File: config.mk
export PLATFORM = sky130hd
export DESIGN_NAME = timer_ctrl_fsm_flat
export DESIGN_NICKNAME = d
export VERILOG_FILES = /design/src/rtl/timer_ctrl_if.sv /design/src/rtl/timer_ctrl_fsm.sv /design/src/flat_wrapper.sv
export SDC_FILE = /design/constraint.sdc
export NUM_CORES = 1
export LEC_CHECK = 0
export ABC_AREA = 1
export BUFFER_PORTS_ARGS = -buffer_cell sky130_fd_sc_hd__buf_2
export CORE_UTILIZATION = 58
export CTS_CLUSTER_SIZE = 8
export DETAILED_ROUTE_END_ITERATION = 8
export PLACE_DENSITY = 0.77
export SYNTH_ARGS = -nofsm -noshare
export SYNTH_HDL_FRONTEND = slang
export SYNTH_SLANG_ARGS = --single-unit
File: constraint.sdc
create_clock -name sys_clk -period 1.5 [get_ports sys_clk]
set_input_delay 0.15 -clock sys_clk [delete_from_list [all_inputs] [get_ports sys_clk]]
set_output_delay 0.15 -clock sys_clk [all_outputs]
set_load 0.01 [all_outputs]
File: src/rtl/timer_ctrl_if.sv
// Button, counter-status and control signals exchanged between the
// stopwatch front panel / counter chain and the timer control FSM.
interface timer_ctrl_if;
  logic       btn_start_stop;
  logic       btn_clear;
  logic       timer_max_reached;
  logic       timer_pause;
  logic       timer_clear;
  logic       timer_running;
  logic [2:0] ctrl_state;

  modport master (
    output btn_start_stop,
    output btn_clear,
    output timer_max_reached,
    input  timer_pause,
    input  timer_clear,
    input  timer_running,
    input  ctrl_state
  );

  modport slave (
    input  btn_start_stop,
    input  btn_clear,
    input  timer_max_reached,
    output timer_pause,
    output timer_clear,
    output timer_running,
    output ctrl_state
  );
endinterface

File: src/rtl/timer_ctrl_fsm.sv
// Stopwatch control FSM: synchronizes and debounces the start/stop and clear
// buttons, then drives Moore-decoded pause/clear requests to the counter chain.
module timer_ctrl_fsm #(
  parameter int unsigned DEBOUNCE_CYCLES = 4,
  parameter int unsigned CLEAR_CYCLES    = 2
) (
  input  logic        sys_clk,
  input  logic        int_reset,
  timer_ctrl_if.slave bus
);

  localparam int unsigned NUM_BTN = 2;
  localparam int unsigned CNT_W   = 8;
  localparam int unsigned HOLD_W  = 4;
  localparam logic [CNT_W-1:0]  DEB_MAX   = CNT_W'(DEBOUNCE_CYCLES);
  localparam logic [HOLD_W-1:0] HOLD_LAST = HOLD_W'(CLEAR_CYCLES - 1);

  typedef enum logic [2:0] {
    IDLE   = 3'd0,
    RUN    = 3'd1,
    PAUSED = 3'd2,
    CLEAR  = 3'd3,
    DONE   = 3'd4
  } state_t;

  logic [NUM_BTN-1:0] raw;
  logic [NUM_BTN-1:0] sync1;
  logic [NUM_BTN-1:0] sync2;
  logic [NUM_BTN-1:0] press;
  logic [1:0]         prime;
  logic               ss_pulse;
  logic               clr_pulse;

  state_t             state;
  state_t             state_nxt;
  logic [HOLD_W-1:0]  hold;
  logic [HOLD_W-1:0]  hold_nxt;
  logic               pause_q;
  logic               clear_q;
  logic               run_q;
  logic [2:0]         code_q;

  assign raw = {bus.btn_clear, bus.btn_start_stop};

  // Two-flop synchronizers; prime marks when sync2 again reflects a real sample
  always_ff @(posedge sys_clk) begin
    if (int_reset) begin
      sync1 <= '0;
      sync2 <= '0;
      prime <= '0;
    end else begin
      sync1 <= raw;
      sync2 <= sync1;
      prime <= {prime[0], 1'b1};
    end
  end

  // Per-button saturating debounce counter and one-shot press detector.
  // Reset leaves the detector waiting for a genuine low, so a button held
  // through reset cannot fire until it has been released.
  for (genvar g = 0; g < int'(NUM_BTN); g++) begin : g_btn
    logic [CNT_W-1:0] cnt;
    logic             armed;

    assign press[g] = armed && (cnt == DEB_MAX);

    always_ff @(posedge sys_clk) begin
      if (int_reset) begin
        cnt   <= '0;
        armed <= 1'b0;
      end else if (!sync2[g]) begin
        cnt   <= '0;
        armed <= armed | prime[1];
      end else begin
        if (cnt != DEB_MAX) begin
          cnt <= cnt + 1'b1;
        end
        if (press[g]) begin
          armed <= 1'b0;
        end
      end
    end
  end

  assign ss_pulse  = press[0];
  assign clr_pulse = press[1];

  // Next state: clear pulse > max reached (RUN only) > start/stop pulse
  always_comb begin
    state_nxt = state;
    hold_nxt  = hold;
    case (state)
      IDLE: begin
        if (ss_pulse) begin
          state_nxt = RUN;
        end
      end
      RUN: begin
        if (bus.timer_max_reached) begin
          state_nxt = DONE;
        end else if (ss_pulse) begin
          state_nxt = PAUSED;
        end
      end
      PAUSED: begin
        if (ss_pulse) begin
          state_nxt = RUN;
        end
      end
      CLEAR: begin
        if (hold == HOLD_LAST) begin
          state_nxt = IDLE;
        end else begin
          hold_nxt = hold + 1'b1;
        end
      end
      DONE: begin
        state_nxt = DONE;
      end
      default: begin
        state_nxt = IDLE;
      end
    endcase
    if (clr_pulse && (state inside {IDLE, RUN, PAUSED, DONE})) begin
      state_nxt = CLEAR;
      hold_nxt  = '0;
    end
  end

  // State register; outputs registered from the next state so they track it
  always_ff @(posedge sys_clk) begin
    if (int_reset) begin
      state   <= IDLE;
      hold    <= '0;
      pause_q <= 1'b1;
      clear_q <= 1'b0;
      run_q   <= 1'b0;
      code_q  <= 3'd0;
    end else begin
      state   <= state_nxt;
      hold    <= hold_nxt;
      pause_q <= (state_nxt inside {IDLE, PAUSED, DONE});
      clear_q <= (state_nxt == CLEAR);
      run_q   <= (state_nxt == RUN);
      code_q  <= state_nxt;
    end
  end

  assign bus.timer_pause   = pause_q;
  assign bus.timer_clear   = clear_q;
  assign bus.timer_running = run_q;
  assign bus.ctrl_state    = code_q;

  // Counters give pause priority over clear, so both must never be requested
  a_pause_clear_excl : assert property (@(posedge sys_clk) !(pause_q && clear_q));

endmodule

File: src/flat_wrapper.sv
// flat-port wrapper written by rule: the top's interface ports become plain ports
module timer_ctrl_fsm_flat 
#(
  parameter int unsigned DEBOUNCE_CYCLES = 4,
  parameter int unsigned CLEAR_CYCLES    = 2
)
  (sys_clk, int_reset, bus_btn_start_stop, bus_btn_clear, bus_timer_max_reached, bus_timer_pause, bus_timer_clear, bus_timer_running, bus_ctrl_state);
  timer_ctrl_if bus_i ();
  input  logic sys_clk;
  input  logic int_reset;
  input wire logic [$bits(bus_i.btn_start_stop)-1:0] bus_btn_start_stop;
  input wire logic [$bits(bus_i.btn_clear)-1:0] bus_btn_clear;
  input wire logic [$bits(bus_i.timer_max_reached)-1:0] bus_timer_max_reached;
  output wire logic [$bits(bus_i.timer_pause)-1:0] bus_timer_pause;
  output wire logic [$bits(bus_i.timer_clear)-1:0] bus_timer_clear;
  output wire logic [$bits(bus_i.timer_running)-1:0] bus_timer_running;
  output wire logic [$bits(bus_i.ctrl_state)-1:0] bus_ctrl_state;
  assign bus_i.btn_start_stop = bus_btn_start_stop;
  assign bus_i.btn_clear = bus_btn_clear;
  assign bus_i.timer_max_reached = bus_timer_max_reached;
  assign bus_timer_pause = bus_i.timer_pause;
  assign bus_timer_clear = bus_i.timer_clear;
  assign bus_timer_running = bus_i.timer_running;
  assign bus_ctrl_state = bus_i.ctrl_state;
  timer_ctrl_fsm #(.DEBOUNCE_CYCLES(DEBOUNCE_CYCLES), .CLEAR_CYCLES(CLEAR_CYCLES)) u_core (.sys_clk(sys_clk), .int_reset(int_reset), .bus(bus_i));
endmodule
; ---- Word level (Yosys, flattened, before mapping)
; Cells that the tools add are included.
[op_classes]
add_sub_neg = 3
n_eq_ne = 15
mux = 11
bitwise_logic = 5
n_reduce_logical = 12
[ops]
columns = cell, n
row1 = $add A8 B1 Y8 const B, 2
row2 = $eq A8 B3 Y1 const B, 2
row3 = $ne A8 B3 Y1 const B, 2
row4 = $mux W3, 5
row5 = $eq A3 B2 Y1 const B, 4
row6 = $pmux W3 S4, 1
row7 = $reduce_or A2 Y1, 4
row8 = $eq A3 B1 Y1 const B, 2
row9 = $eq A3 B3 Y1 const B, 2
row10 = $logic_not A3 Y1, 2
row11 = $mux W1, 5
row12 = $add A4 B1 Y4 const B, 1
row13 = $eq A4 B1 Y1 const B, 1
row14 = $ne A2 B2 Y1 const B, 2
row15 = $reduce_bool A4 Y1, 1
row16 = $logic_and A1 B1 Y1, 3
row17 = $not A1 Y1, 3
row18 = $reduce_bool A3 Y1, 1
row19 = $or A1 B1 Y1, 2
row20 = $reduce_and A2 Y1, 1
[word_totals]
reg_bits = 34
input_bits = 5
out_inout_bits = 6

; ---- Logic depth before layout (Yosys ltp)
[depth]
ltp_word = 8
mapped_depth = 11
mapped_depth_nobuf = 11

; ---- Least setup slack after synthesis
; Ideal clock, no wire load.
[synth_path]
kind = reg2reg
from = register u_core.g_btn[0].cnt[0]
to = register u_core.clear_q, in the netlist u_core.bus.timer_clear
t_arrival_ps = 1192
t_required_ps = 1387
setup_slack_ps = 195
path_stages_with_launch = 12
n_path_buf = 0
cell_sequence = dfxtp_1 > inv_1 > ha_1 > nand3_2 > nor2_4 > nand2_2 > nand2_1 > nand2_1 > nand2_2 > nand2_1 > nor2_2 > nor2_1
[synth_via]
elab_chain_len = 7
[synth_rtl]
columns = element, line_no
row1 = from (decl), timer_ctrl_fsm.sv:62  ; logic [CNT_W-1:0] cnt;
row2 = from (signal assigned), timer_ctrl_fsm.sv:76  ; cnt <= cnt + 1'b1;
row3 = $eq A8 B3 Y1 *, timer_ctrl_fsm.sv:65  ; assign press[g] = armed && (cnt == DEB_MAX);
row4 = $logic_and A1 B1 Y1 *, timer_ctrl_fsm.sv:65
row5 = $mux W3, timer_ctrl_fsm.sv:101  ; end else if (ss_pulse) begin
row6 = $mux W3, timer_ctrl_fsm.sv:99  ; if (bus.timer_max_reached) begin
row7 = $pmux W3 S4 *, timer_ctrl_fsm.sv:92  ; case (state)
row8 = $mux W3 *, timer_ctrl_fsm.sv:124  ; if (clr_pulse && (state inside {IDLE, RUN, PAUSED, DONE})) begin
row9 = $eq A3 B2 Y1 *, timer_ctrl_fsm.sv:143  ; clear_q <= (state_nxt == CLEAR);
row10 = to (signal assigned), timer_ctrl_fsm.sv:143
row11 = to (decl), timer_ctrl_fsm.sv:39  ; logic clear_q;
; Mark *: on every way between the ends. The rest lies on a longest branch, timed or not.
; A chain may end at the register's enable or synchronous reset.

; ---- Worst setup path after layout
[layout_path]
from = register u_core.g_btn[1].cnt[0]
to = register u_core.hold[2]
[layout_via]
elab_chain_len = 4
[layout_rtl]
columns = element, line_no
row1 = from (decl), timer_ctrl_fsm.sv:62
row2 = from (signal assigned), timer_ctrl_fsm.sv:76
row3 = $eq A8 B3 Y1, timer_ctrl_fsm.sv:65
row4 = $logic_and A1 B1 Y1, timer_ctrl_fsm.sv:65
row5 = $logic_and A1 B1 Y1, timer_ctrl_fsm.sv:124
row6 = $reduce_or A2 Y1 (no line), --
row7 = to (signal assigned), timer_ctrl_fsm.sv:141  ; hold <= hold_nxt;
row8 = to (decl), timer_ctrl_fsm.sv:36  ; logic [HOLD_W-1:0] hold;
; No other way between the ends.

==> results.toml <==
[status]
status = "finished clean"

[timing]
fin_ws_ns = 0.1103
hold_viol_final = 0
fin_tns_setup_ns = 0
rsz0062_at_grt = "false"
max_freq_mhz = 719.6
worstMarginPinSlew_ns = 0.2239
hold_ws_ns = 0.02306
finClkSkew_ns = 0.004914
slew_violations = 0
fin_crit_ns = 1.390
finalCritPeriodShare_pct = 92.65
relSlewSlack_pct = 84.96
finalSetupViolations = 0

[floorplanning]
die_h_um = 52.71
fp.dieArea_um2 = 2778
dieWidth_um = 52.71
io-pin-count = 11
core-area_um2 = 2455
start_util_pct = 60.75
row_count = 18

[worst_setup_path]
startpoint = "u_core.g_btn[1].cnt[0]"
reg2reg_from = "u_core.g_btn[1].cnt[0]"
cp_num_buf_inv = 1
slowest_delay_ns = 0.33
worst_ep_required_time_ns = 1.73
slowest_stage = "dfxtp_1"
end_kind = "flop"
crit_family = "simple AND/OR/NAND/NOR gates"
crit_arrival_ns = 1.62
r2r_slack_ns = 0.11
path_cells = "inv_1, ha_1, nand2_2, nor2_8, nand2_4, nand2_1, a21oi_1, o21a_1"
path_max_fanout = 8
critical_path_class = "flop to flop"
critPathLaunchType = "flop"

[global_route]
grt_max_degree = 11
grt_pass1_vias = 1020
track_usage_pct = 20.15
antenna_found_initial = 0
overflow = 0
grt_pass1_wl_mm = 3.967

[synthesis]
yosysWarnings = 0
synth_compound_area_share_pct = 6.711
synthAdderAreaFrac_pct = 5.034
yosysUniqueCellTypes = 24
synthTopCellsByArea = "dfxtp_1 (46%), nor2_1 (7.8%), inv_1 (6.5%)"
netlist_instances = 184
synth-xor-area-share_pct = 7.047
synth_top_family_by_area = "simple AND/OR/NAND/NOR gates"
ys_ff_latch = 34
synth.avg_cell_area_um2 = 8.106
synth_fp_nets = 195
muxShareOfSynthArea_pct = 0
syn_area_um2 = 1491
synth_top_area_share_pct = 45.64
synth_top_area_cell = "dfxtp_1"
synthSimpleGateAreaFrac_pct = 28.19
seq_area_frac_synth_pct = 45.64

[finish]
fillers = 205
nets = 212
antenna_cells = 0
layout-drive-gt1-share_pct = 17.33
syn_to_final_growth_pct = 10.24

[worst_hold_path]
hp-class = "input port to flop"
min_from = "bus_btn_clear"

[route]
num_vias = 1155
ant_nets = 0
drt-total-wl_mm = 2.388
post_drt_via_cell_ratio = 4.978
first_pass_iters = 4
wl_per_cell_um = 10.29
drt_iter0_markers = 14
route.detailed.drc = 0

[clock_network]
cts_root_buffer = "clkbuf_4"
cts_tree = "done"
clkTransAtPathRegs_ns = 0.10
clk_path_buf_depth = 2
cts_num_sinks = 34
htree_levels = 2
cts_buffers = 5
clkLatencyLatePin_ns = 0.32

[power]
p_leak_nw = 0.7053
ir_drop_v = 0.0009569
p_per_area_nw_per_um2 = 890.9

[placed_design]
routabilityCongestion = 0.9258
dp_worst_setup_slack_ns = 0.1087
dpl.hpwl_mm = 1.845
io_buffers = 10

[flow_run]
cap_violations = 0
## cells in the mapped netlist
master	number
nor3_1	3
nor2_1	31
nor2_8	1
dfxtp_1	34
nor2_4	2
ha_1	6
inv_1	26
o21ai_0	3
nand2_4	1
xnor2_1	3
inv_2	1
or2_0	2
xor2_1	9
nand2_2	6
nor2_2	3
a21oi_1	11
nand3_2	2
a211oi_1	2
nand3_1	9
nand2_1	22
clkinv_1	1
o21a_1	2
nand4_1	3
buf_2	1
## logic make-up (layout without fill, tap and decap cells)
logic type | after synthesis | in the layout
simple gates | 85 | 85
flops | 34 | 34
buf+inv | 29 | 47
compound gates | 18 | 18
xor+xnor | 12 | 12
fa+ha+maj | 6 | 6
## report_power, final
part / switching [mW] / total, mW / leakage (nW) / internal [mW]
clock network: 0.278 / 0.505 / 0.0353 / 0.227
logic: 0.0238 / 0.0373 / 0.394 / 0.0135
registers: 0.00723 / 0.923 / 0.276 / 0.915
## path summary, 6_finish.rpt
| check | cells past startpoint | end |
|---|---|---|
| setup reg to reg | 8 | u_core.hold[2] |
| setup / recovery | 8 | u_core.hold[2] |
| hold / removal | 3 | u_core.sync1[1] |
| hold reg to reg | 2 | u_core.sync2[0] |
## per-layer routing
metal,routed length [um],vias to the layer above,track usage (%)
met3,94,4,6.957
met1,1119,523,23.08
met5,0,-,0
met2,1139,21,32.70
li1,-,607,-
met4,35,0,10.53
## repair_timing
item,4_1_cts,5_1_grt
setup buffers,0,0
hold buffers,0,0
gates resized for setup,0,1
setup endpoints to repair,0,1
## sequential cells by signal (all words and copies together) (netlist names)
name                      cells
u_core.bus.timer_clear        1
u_core.g_btn.cnt             16
u_core.hold                   4
u_core.state                  3
u_core.g_btn.armed            2
u_core.bus.timer_pause        1
u_core.sync1                  2
u_core.prime                  2
u_core.bus.timer_running      1
u_core.sync2                  2
## metrics by stage
step | util (%) | area (um2) | power, mW | cells
finish | 66.97 | 1644 | 1.465 | 232
CTS | 66.87 | 1642 | 1.490 | 232
global placement | 64.42 | 1582 | 0.9779 | 224
floorplan | - | 1491 | 0.9687 | 184
global route | 66.97 | 1644 | 1.525 | 232
detailed placement | 64.42 | 1582 | 0.9807 | 224
## cell type report
cell class              instances  area (um2)  area share [%]
multi-input cells             121       703.2           42.77
flip-flops and latches         34       680.7           41.40
inverters                      28       105.1           6.393
repair buffers                 11       57.56           3.501
clock buffers                   7       55.05           3.349
well taps                      30       37.54           2.283
clock inverters                 1       5.005          0.3044
## worst reg2reg max path: cells and delay by family, from the launching register on
family | cells | cell delay [ns]
compound gates | 2 | 0.16
fa+ha+maj | 1 | 0.18
buf+inv | 1 | 0.09
flops | 1 | 0.33
simple gates | 4 | 0.52
## cells in the final DEF (no fill, tap or decap), drive strengths merged, types with 6 or more instances in the layout
master,instances
a21oi,11
buf,11
clkbuf,7
dfxtp,34
ha,6
inv,27
nand2,29
nand3,11
nor2,37
xor2,9
Power figures use the tool's default switching activity.
